## src/rtl/multi_channel_edge_trigger_if.sv

```systemverilog
// rtl/multi_channel_edge_trigger_if.sv - sample, trigger configuration and trigger status bundle
interface multi_channel_edge_trigger_if #(
    parameter int DW  = 14,
    parameter int NCH = 2,
    parameter int HW  = 16
);
    localparam int CSW = ($clog2(NCH) > 1) ? $clog2(NCH) : 1;

    logic [NCH*DW-1:0]    adc_dat;
    logic [CSW-1:0]       ch_sel;
    logic signed [DW-1:0] threshold;
    logic [DW-1:0]        hysteresis;
    logic                 trig_edge;
    logic                 single_shot;
    logic                 arm;
    logic [HW-1:0]        holdoff;
    logic                 trig_out;
    logic                 armed;
    logic [31:0]          trig_cnt;

    modport master (
        output adc_dat, ch_sel, threshold, hysteresis, trig_edge, single_shot, arm, holdoff,
        input  trig_out, armed, trig_cnt
    );

    modport slave (
        input  adc_dat, ch_sel, threshold, hysteresis, trig_edge, single_shot, arm, holdoff,
        output trig_out, armed, trig_cnt
    );
endinterface

```

## src/rtl/multi_channel_edge_trigger.sv

```systemverilog
// rtl/multi_channel_edge_trigger.sv - hysteresis edge trigger on one selectable ADC channel
module multi_channel_edge_trigger #(
    parameter int DW  = 14,
    parameter int NCH = 2,
    parameter int HW  = 16
) (
    input logic                         adc_clk,
    input logic                         adc_rst,
    multi_channel_edge_trigger_if.slave trig
);
    localparam int CSW = ($clog2(NCH) > 1) ? $clog2(NCH) : 1;
    localparam int CW  = DW + 2;

    typedef enum logic [1:0] {IDLE, WAIT_PRE, WAIT_CROSS, HOLDOFF} state_t;

    state_t               state, state_nx;
    logic signed [DW-1:0] s1, sample, cfg_thr;
    logic [CSW-1:0]       cfg_ch, sel_raw;
    logic [DW-1:0]        cfg_hyst;
    logic                 cfg_edge, cfg_ss;
    logic [HW-1:0]        cfg_hold, hcnt, hcnt_nx;
    logic                 arm_q, fresh, arm_rise, latch_cfg;
    logic                 fire, fire_q, trig_q;
    logic [31:0]          cnt;
    logic signed [CW-1:0] s1_x, thr_x, hyst_x, lo, hi;
    logic                 pre_ok, cross_ok;

    // While idle the live selection feeds S1 so the first armed compare already sees the new channel.
    assign sel_raw = (state == IDLE) ? trig.ch_sel : cfg_ch;

    always_comb begin
        sample = trig.adc_dat[DW-1:0];
        for (int k = 1; k < NCH; k++) begin
            if (32'(sel_raw) == 32'(k)) sample = trig.adc_dat[k*DW +: DW];
        end
    end

    assign s1_x   = {{2{s1[DW-1]}}, s1};
    assign thr_x  = {{2{cfg_thr[DW-1]}}, cfg_thr};
    assign hyst_x = {2'b00, cfg_hyst};
    assign lo     = thr_x - hyst_x;
    assign hi     = thr_x + hyst_x;

    assign pre_ok   = cfg_edge ? (s1_x < lo) : (s1_x > hi);
    assign cross_ok = cfg_edge ? (s1_x >= thr_x) : (s1_x <= thr_x);

    // fresh blocks an arm level held high across reset release from looking like an edge.
    assign arm_rise = trig.arm && !arm_q && !fresh;

    always_ff @(posedge adc_clk) begin
        if (adc_rst) begin
            state <= IDLE;
            hcnt  <= '0;
        end else begin
            state <= state_nx;
            hcnt  <= hcnt_nx;
        end
    end

    always_comb begin
        state_nx  = state;
        hcnt_nx   = hcnt;
        fire      = 1'b0;
        latch_cfg = 1'b0;
        case (state)
            IDLE: begin
                if (arm_rise) begin
                    latch_cfg = 1'b1;
                    state_nx  = WAIT_PRE;
                end
            end
            WAIT_PRE: begin
                if (pre_ok) state_nx = WAIT_CROSS;
            end
            WAIT_CROSS: begin
                if (cross_ok) begin
                    fire = 1'b1;
                    if (cfg_hold != '0) begin
                        state_nx = HOLDOFF;
                        hcnt_nx  = cfg_hold - HW'(1);
                    end else begin
                        state_nx = cfg_ss ? IDLE : WAIT_PRE;
                    end
                end
            end
            HOLDOFF: begin
                if (hcnt == '0) state_nx = cfg_ss ? IDLE : WAIT_PRE;
                else            hcnt_nx  = hcnt - HW'(1);
            end
            default: state_nx = IDLE;
        endcase
        if (state != IDLE && !trig.arm) state_nx = IDLE;
    end

    always_ff @(posedge adc_clk) begin
        if (adc_rst) begin
            s1       <= '0;
            arm_q    <= 1'b0;
            fresh    <= 1'b1;
            fire_q   <= 1'b0;
            trig_q   <= 1'b0;
            cnt      <= '0;
            cfg_ch   <= '0;
            cfg_thr  <= '0;
            cfg_hyst <= '0;
            cfg_edge <= 1'b0;
            cfg_ss   <= 1'b0;
            cfg_hold <= '0;
        end else begin
            s1     <= sample;
            arm_q  <= trig.arm;
            fresh  <= 1'b0;
            fire_q <= fire;
            trig_q <= fire_q;
            if (fire_q) cnt <= cnt + 32'd1;
            if (latch_cfg) begin
                cfg_ch   <= trig.ch_sel;
                cfg_thr  <= trig.threshold;
                cfg_hyst <= trig.hysteresis;
                cfg_edge <= trig.trig_edge;
                cfg_ss   <= trig.single_shot;
                cfg_hold <= trig.holdoff;
            end
        end
    end

    assign trig.trig_out = trig_q;
    assign trig.armed    = (state == WAIT_PRE) || (state == WAIT_CROSS);
    assign trig.trig_cnt = cnt;
endmodule

```

## src/flat_wrapper.sv

```systemverilog
// flat-port wrapper written by rule: the top's interface ports become plain ports
module multi_channel_edge_trigger_flat 
#(
    parameter int DW  = 14,
    parameter int NCH = 2,
    parameter int HW  = 16
)
  (adc_clk, adc_rst, trig_adc_dat, trig_ch_sel, trig_threshold, trig_hysteresis, trig_trig_edge, trig_single_shot, trig_arm, trig_holdoff, trig_trig_out, trig_armed, trig_trig_cnt);
  multi_channel_edge_trigger_if #(.DW(DW), .NCH(NCH), .HW(HW)) trig_i ();
  input logic adc_clk;
  input logic adc_rst;
  input wire logic [$bits(trig_i.adc_dat)-1:0] trig_adc_dat;
  input wire logic [$bits(trig_i.ch_sel)-1:0] trig_ch_sel;
  input wire logic [$bits(trig_i.threshold)-1:0] trig_threshold;
  input wire logic [$bits(trig_i.hysteresis)-1:0] trig_hysteresis;
  input wire logic [$bits(trig_i.trig_edge)-1:0] trig_trig_edge;
  input wire logic [$bits(trig_i.single_shot)-1:0] trig_single_shot;
  input wire logic [$bits(trig_i.arm)-1:0] trig_arm;
  input wire logic [$bits(trig_i.holdoff)-1:0] trig_holdoff;
  output wire logic [$bits(trig_i.trig_out)-1:0] trig_trig_out;
  output wire logic [$bits(trig_i.armed)-1:0] trig_armed;
  output wire logic [$bits(trig_i.trig_cnt)-1:0] trig_trig_cnt;
  assign trig_i.adc_dat = trig_adc_dat;
  assign trig_i.ch_sel = trig_ch_sel;
  assign trig_i.threshold = trig_threshold;
  assign trig_i.hysteresis = trig_hysteresis;
  assign trig_i.trig_edge = trig_trig_edge;
  assign trig_i.single_shot = trig_single_shot;
  assign trig_i.arm = trig_arm;
  assign trig_i.holdoff = trig_holdoff;
  assign trig_trig_out = trig_i.trig_out;
  assign trig_armed = trig_i.armed;
  assign trig_trig_cnt = trig_i.trig_cnt;
  multi_channel_edge_trigger #(.DW(DW), .NCH(NCH), .HW(HW)) u_core (.adc_clk(adc_clk), .adc_rst(adc_rst), .trig(trig_i));
endmodule
```

## config.mk

```make
export PLATFORM = sky130hd
export DESIGN_NAME = multi_channel_edge_trigger_flat
export DESIGN_NICKNAME = d
export VERILOG_FILES = /design/src/rtl/multi_channel_edge_trigger_if.sv /design/src/rtl/multi_channel_edge_trigger.sv /design/src/flat_wrapper.sv
export SDC_FILE = /design/constraint.sdc
export NUM_CORES = 1
export LEC_CHECK = 0
export ABC_AREA = 1
export BUFFER_PORTS_ARGS = -buffer_cell sky130_fd_sc_hd__buf_4
export CAP_MARGIN = 30
export CORE_ASPECT_RATIO = 0.9
export CORE_MARGIN = 2
export CORE_UTILIZATION = 30
export DETAILED_ROUTE_END_ITERATION = 10
export GPL_ROUTABILITY_DRIVEN = 0
export SYNTH_ARGS = -nofsm -noshare
export SYNTH_HDL_FRONTEND = slang
export SYNTH_SLANG_ARGS = --single-unit
```

## constraint.sdc

```tcl
create_clock -name adc_clk -period 3.3 [get_ports adc_clk]
set_clock_uncertainty 0.15 [all_clocks]
set_input_delay 0.66 -clock adc_clk [delete_from_list [all_inputs] [get_ports adc_clk]]
set_output_delay 0.66 -clock adc_clk [all_outputs]
set_load 0.02 [all_outputs]
```

==> results of run 1 <==
-- critical path: cells and delay by family, from the launching register on --
family	cells	cell delay, ps
AND/OR/NAND/NOR	11	790
XOR/XNOR	1	160
AO/OA/AOI/OAI	5	700
adder cells (fa/ha/maj)	3	850
buffers and inverters	2	190
flip-flops	1	340
-- final timing paths --
check / to / from / depth (start not counted) / slack, ps
setup / recovery: u_core.state[1] / u_core.cfg_hyst[0] / 22 / 80
hold / removal: u_core.cfg_hold[9] / trig_holdoff[9] / 3 / 300
setup reg to reg: u_core.state[1] / u_core.cfg_hyst[0] / 22 / 80
hold reg to reg: u_core.cfg_ss / u_core.cfg_ss / 2 / 310
-- power by group --
part           switching [µW]  internal (µW)  total (µW)  leakage, µW
logic                    1530           1090        2630      0.00335
registers                 153           1550        1700     0.000940
clock network             798           1150        1950     0.000301
-- flip-flops by register name, summed over array words and instances, names as in the netlist --
signal                flops
u_core.cfg_hold          16
u_core.s1                14
u_core.cfg_thr           14
u_core.cfg_edge           1
u_core.cfg_hyst          14
u_core.hcnt              16
u_core.state              2
u_core.trig.trig_cnt     32
u_core.cfg_ss             1
u_core.arm_q              1
u_core.fire_q             1
u_core.cfg_ch             1
u_core.trig.trig_out      1
u_core.fresh              1
-- layer usage --
layer / vias up / routed length (µm) / GRT usage [%]
met2: 135 / 10350 / 27.81
li1: 3878 / - / -
met3: 23 / 781 / 2.485
met4: 0 / 419 / 5.287
met5: - / 0 / 0
met1: 3376 / 10380 / 20.55
-- kinds of logic (layout without fill, tap and decap cells) --
| family | after synthesis | after routing |
|---|---|---|
| buf+inv | 195 | 335 |
| compound gates | 232 | 232 |
| simple gates | 442 | 442 |
| fa+ha+maj | 82 | 82 |
| flops | 115 | 115 |
| xor+xnor | 43 | 43 |
-- per-stage QoR --
| stage | setup WS [ps] | total power (µW) | cells |
|---|---|---|---|
| 2_1_floorplan | 195.0 | 3438 | 1109 |
| 3_3_place_gp | 1.889 | 4111 | 1552 |
| 3_5_place_dp | -93.30 | 4133 | 1552 |
| 4_1_cts | 3.281 | 6154 | 1585 |
| 5_1_grt | -183.1 | 6751 | 1591 |
| 6_report | 77.05 | 6280 | 1591 |
-- placed cells by master (no fill, tap or decap), types with 3 or more instances in the layout --
cell       instances
nand2_1          197
buf_4            146
inv_1            143
dfxtp_1          111
a21oi_1          108
nor2_1           107
o21ai_0           76
ha_1              71
nand3_1           44
xor2_1            33
nor3_1            23
clkbuf_16         17
nand2_2           13
nor2_2            13
nand4_1           12
o21ai_1           11
nor4_1            10
inv_2              9
o21ai_2            9
xnor2_1            9
a21oi_2            8
ha_4               8
nor3_2             7
nand3_2            6
inv_8              6
inv_6              5
o21a_1             4
dfxtp_2            4
o21bai_1           3
a221oi_1           3
-- repair_timing --
item	4_1_cts	5_1_grt
gates resized for setup	10	46
pin swaps	5	24
endpoints found under the hold margin	0	0
setup buffers	1	6
endpoints found under the setup margin	2	2
-- area by class of cell --
| class | instances | area share, % |
|---|---|---|
| Timing Repair Buffer | 148 | 11.39 |
| Inverter | 155 | 5.906 |
| Multi-Input combinational cell | 799 | 48.86 |
| Sequential cell | 115 | 23.32 |
| Tap cell | 342 | 4.325 |
| Clock inverter | 15 | 1.897 |
| Clock buffer | 17 | 4.300 |
==> results.md, run 1 <==
- TritonCTS buffer count: 17
- CP required: 3510 ps
- Syn Nets: 1269
- Syn Area/Cell: 6.937 µm²
- Final core utilization: 39.28%
- Cts hold-fix bufs: 0
- Primary FF master, synth: dfxtp_1
- Setup violations, final: 0
- H-tree levels: 4
- Starting DRT DRC Count: 339
- # DRC: 0
- Router iterations before antenna repair: 4
- Status: finished, final reports clean
- Worst EP arrival: 3430 ps
- Most frequent cell after synthesis: nand2_1
- Fmax achieved: 310.3 MHz
- Chip Height: 155.9 µm
- Post-synthesis compound-gate area fraction: 16.31%
- Power Density: 634.8 mW/mm²
- Routed WL: 21.93 mm
- XOR/XNOR Fraction of Synth Area: 4.895%
- Hpwl dp: 16.77 mm
- Largest family of logic cells by synthesized area: simple AND/OR/NAND/NOR gates
- Clk buf depth: 2
- Storage cell area: 0.002307 mm²
- Peak supply drop: 0.3215 mV
- Most instantiated cells after synthesis: nand2_1 (208), inv_1 (146), dfxtp_1 (115), a21oi_1 (114), nor2_1 (111)
- Sequential cell area fraction in the yosys report: 29.92%
- Fin Hold WS: 302.4 ps
- Crit-path max FO: 3
- Yosys reg bits: 115
- Initial antenna violation count: 0
- Die ar.: 0.02694 mm²
- Floorplan die width: 172.8 µm
- Final #Nets: 1396
- Adder-cell share of the synthesized area: 13.53%
- Clock sink count: 115
- Core box area: 0.02519 mm²
- Lkg Pwr: 0.004589 µW
- WL/cell: 13.78 µm
- Sum Neg Setup Slack: 0 ps
- I/O Buffers: 111
- Global-route wire length before repair: 35.09 mm
- Minimum clock period: 3223 ps
- P&R area growth vs syn: 28.59%
- HP Class: primary input to register
- Worst-margin pin slew: 658.3 ps
- Synth top area share: 29.92%
- Skew-Pair Late Insertion Delay: 430 ps
- Remaining Overflow, GRT: 0
- MaxCap Viol Count: 0
- Placed instance area: 0.008980 mm²
- GRT Util Overall: 16.09%
- Critical-path cell list: ha_4, fa_2, nand3_2, nand2_2, a21oi_2, inv_2, nand2_2, nand2_2, a21oi_2, o21ai_1, xor2_1, ha_1, nand2_1, nor2_2, buf_4, a21oi_2, nand3_1, nand3_2, nand3_2, nand2_2, nand2_1, a21oi_1
- Post-Synthesis Cell Area: 0.007694 mm²
- Largest area contributor in the netlist: dfxtp_1
- Vias in the first global route: 7139
- Post-synth cell types: 49
- Ys Warns: 0
- Relative slew slack: 56.12%
- Layout cells sized above 1: 21.70%
- Ys async rst share: 0%
- Critical path endpoint category: register
- RSZ-0062 raised after global routing: yes
- Area of the multi-input gates: 0.004833 mm²
- EDFF count, synth: 0
- Post-synthesis mux area share: 0%
- Critical Path Source Type: register
- Fin crit share: 97.67%
- Final instance area: 0.009893 mm²
- Initial Util: 30.55%
- Fin. Hold Viols: 0
- Top post-synthesis cells by area: dfxtp_1 (30%), ha_1 (13%), nand2_1 (10%), a21oi_1 (7.4%), inv_1 (7.1%)
- Fillers: 2667
- # rows: 55
- Clk slew on worst S/H paths: 70 ps
- Vias per inst: 4.659
- Antenna cell count: 0
- Critical Path Max Stage Delay: 400 ps
- Clk root buf: clkbuf_16
- CP max-delay cell: fa_2
- Post-detailed-route count of antenna-violating nets: 0
- Synthesized netlist cell count: 1109
- Most used cell, CP: nand2_2
- Crit Path Class: register to register
- I/O pins: 112
- Final Slew Violations: 0
- Via count: 7412
- Largest net degree at the start of global routing: 53
- CTS tree: yes
- Post-Synth Simple-Gate Area: 24.98%
Note: power is estimated with default switching activity, not from simulation.
==> run 2, diff against run 1 <==
- CORE_UTILIZATION: 30 -> 53
- PLACE_DENSITY: default -> 0.78
==> results.md, run 2 (synthesis gave the netlist of run 1 again) <==
- Vias in the first global route: 7398 (was 7139)
- Crit Path Class: register to register (unchanged)
- Floorplan die width: 131 µm (was 172.8 µm)
- MaxCap Viol Count: 0 (unchanged)
- Switch share: 38.59% (was 39.52%)
- # rows: 41 (was 55)
- Setup WS pre-CTS: -106.3 ps (was -93.30 ps)
- Final Slew Violations: 0 (unchanged)
- Placed instance area: 0.008741 mm² (was 0.008980 mm²)
- Skew-Pair Late Insertion Delay: 420 ps (was 430 ps)
- Antenna cell count: 0 (unchanged)
- Lkg Pwr: 0.004615 µW (was 0.004589 µW)
- Core box area: 0.01411 mm² (was 0.02519 mm²)
- Initial Util: 54.54% (was 30.55%)
- Clk buf depth: 2 (unchanged)
- Crit-path max FO: 3 (unchanged)
- Fmax achieved: 309.2 MHz (was 310.3 MHz)
- Clock sink count: 115 (unchanged)
- Most frequent cells in the layout: nand2_1 (196), buf_4 (150), inv_1 (138) (was nand2_1 (197), buf_4 (146), inv_1 (143))
- Setup violations, final: 0 (unchanged)
- Largest net degree at the start of global routing: 56 (was 53)
- Vias per inst: 5.313 (was 4.659)
- Cts hold-fix bufs: 0 (unchanged)
- Largest register FFs: 32 (unchanged)
- GRT Util Overall: 27.00% (was 16.09%)
- Starting DRT DRC Count: 643 (was 339)
- Storage cell area: 0.002318 mm² (was 0.002307 mm²)
- CTS tree: yes (unchanged)
- P&R area growth vs syn: 27.32% (was 28.59%)
- CP required: 3510 ps (about the same)
- Fillers: 1114 (was 2667)
- Remaining Overflow, GRT: 0 (unchanged)
- Peak supply drop: 0.4428 mV (was 0.3215 mV)
- Initial antenna violation count: 0 (unchanged)
- RSZ-0062 raised after global routing: yes (unchanged)
- Clock group share of total power: 30.2% (was 31.1%)
- Design Power: 6372 µW (was 6280 µW)
- Minimum clock period: 3235 ps (was 3223 ps)
- Relative slew slack: 60.32% (was 56.12%)
- WL met3: 1.351 mm (was 781 µm)
- Reg power frac: 27.0% (was 27.1%)
- Wire length on met1: 9.051 mm (was 10.38 mm)
- Die ar.: 0.01550 mm² (was 0.02694 mm²)
- I/O Buffers: 111 (unchanged)
- Hpwl dp: 15.09 mm (was 16.77 mm)
- Fin. Hold Viols: 0 (unchanged)
- Fin Hold WS: 308.4 ps (was 302.4 ps)
- Gate power share: 42.9% (was 41.8%)
- Power Density: 650.5 mW/mm² (was 634.8 mW/mm²)
- # DRC: 0 (unchanged)
- H-tree levels: 4 (unchanged)
- Router iterations before antenna repair: 5 (was 4)
- Routed wl met2: 10.17 mm (was 10.35 mm)
- Post-detailed-route count of antenna-violating nets: 0 (unchanged)
- Critical path endpoint category: register (unchanged)
- TritonCTS buffer count: 17 (unchanged)
- WL/cell: 14.65 µm (was 13.78 µm)
- Internal: 3913 µW (was 3798 µW)
- Final #Nets: 1399 (was 1396)
- HP Class: primary input to register (unchanged)
- Clk root buf: clkbuf_16 (unchanged)
- Chip Height: 118.3 µm (was 155.9 µm)
- Net Switching: 2459 µW (was 2482 µW)
- Top Metal Used: met4 (unchanged)
- Worst EP arrival: 3440 ps (was 3430 ps)
- Status: finished, final reports clean (unchanged)
- I/O pins: 112 (unchanged)
- Final instance area: 0.009796 mm² (was 0.009893 mm²)
- Clk slew on worst S/H paths: 60 ps (was 70 ps)
- Worst Setup Slack, final: 65.38 ps (was 77.05 ps)
- Final core utilization: 69.44% (was 39.28%)
- Worst-margin pin slew: 590.7 ps (was 658.3 ps)
- Via count: 7677 (was 7412)
- Critical Path Source Type: register (unchanged)
- Most common cell after layout, fill and taps aside: nand2_1 (unchanged)
- Fin crit share: 98.02% (was 97.67%)
- Routed WL: 21.17 mm (was 21.93 mm)
- Area of the multi-input gates: 0.004887 mm² (was 0.004833 mm²)
- Layout cells sized above 1: 23.16% (was 21.70%)
- Global-route wire length before repair: 33.52 mm (was 35.09 mm)
==> run 2: cell count changes in the layout (fill, tap and decap cells not counted), sizes merged <==
cell	before	now
inv	164	156
clkinv	3	8
buf	148	151
clkbuf	17	19
bufinv	2	3
==> run 2: final timing paths <==
path	startpoint	cells past startpoint	slack, ps	endpoint
worst max-delay path	u_core.cfg_thr[0]	22	70	u_core.state[0]
worst min-delay path	trig_holdoff[3]	3	310	u_core.cfg_hold[3]
worst max register to register	u_core.cfg_thr[0]	22	70	u_core.state[0]
worst min register to register	u_core.hcnt[0]	2	310	u_core.hcnt[0]
==> run 2: layer usage <==
layer	vias to the layer above	GRT usage [%]
met5	-	0
met4	0	9.043
met3	46	6.338
met2	262	45.85
met1	3492	33.26
li1	3877	-
==> run 2: what timing repair did <==
| item | in CTS | in global routing |
|---|---|---|
| pin swaps | 11 | 32 |
| resized for setup | 20 | 58 |
| endpoints found under the setup margin | 2 | 2 |
| buffers inserted | 4 | 13 |
==> run 2: layout make-up <==
cell class / instances / area share (%)
clock buffer: 19 / 4.522
clock inverter: 13 / 1.763
inverter: 155 / 5.991
multi-input combinational: 799 / 49.89
sequential: 115 / 23.67
tap: 193 / 2.465
timing repair buffer: 151 / 11.70
==> run 2: metrics by stage <==
step / setup TNS [ps] / cells
final: 0 / 1445
after floorplan: 0 / 1109
after global placement: 0 / 1396
after global routing: -432.2 / 1445
after detailed placement: -206.6 / 1396
after CTS: -1.396 / 1432
==> run 2: worst max-delay path: stages (launching register included) <==
cell      delay, ps
dfxtp_2         340
inv_2            80
ha_4            120
inv_2            40
fa_2            360
nand3_2          80
nand3_2          90
a21boi_4        180
o21ai_2         100
a31oi_2         180
o21ai_1         120
xor2_1          170
ha_1            300
nand4_1          90
a21oi_1         130
nor2_1           70
nand2_1          60
nand2_1          50
nand3_1          90
nand3_2         100
nand2_2          90
nand2_2          50
a21oi_2         120
==> run 2: power by group through the flow <==
stage,clock [µW],combinational [µW],sequential (µW)
finish,1920,2730,1720
global route,2000,3050,1730
CTS,1930,2460,1700
detailed placement,0,2370,1730
global placement,0,2320,1720
floorplan,0,1760,1670
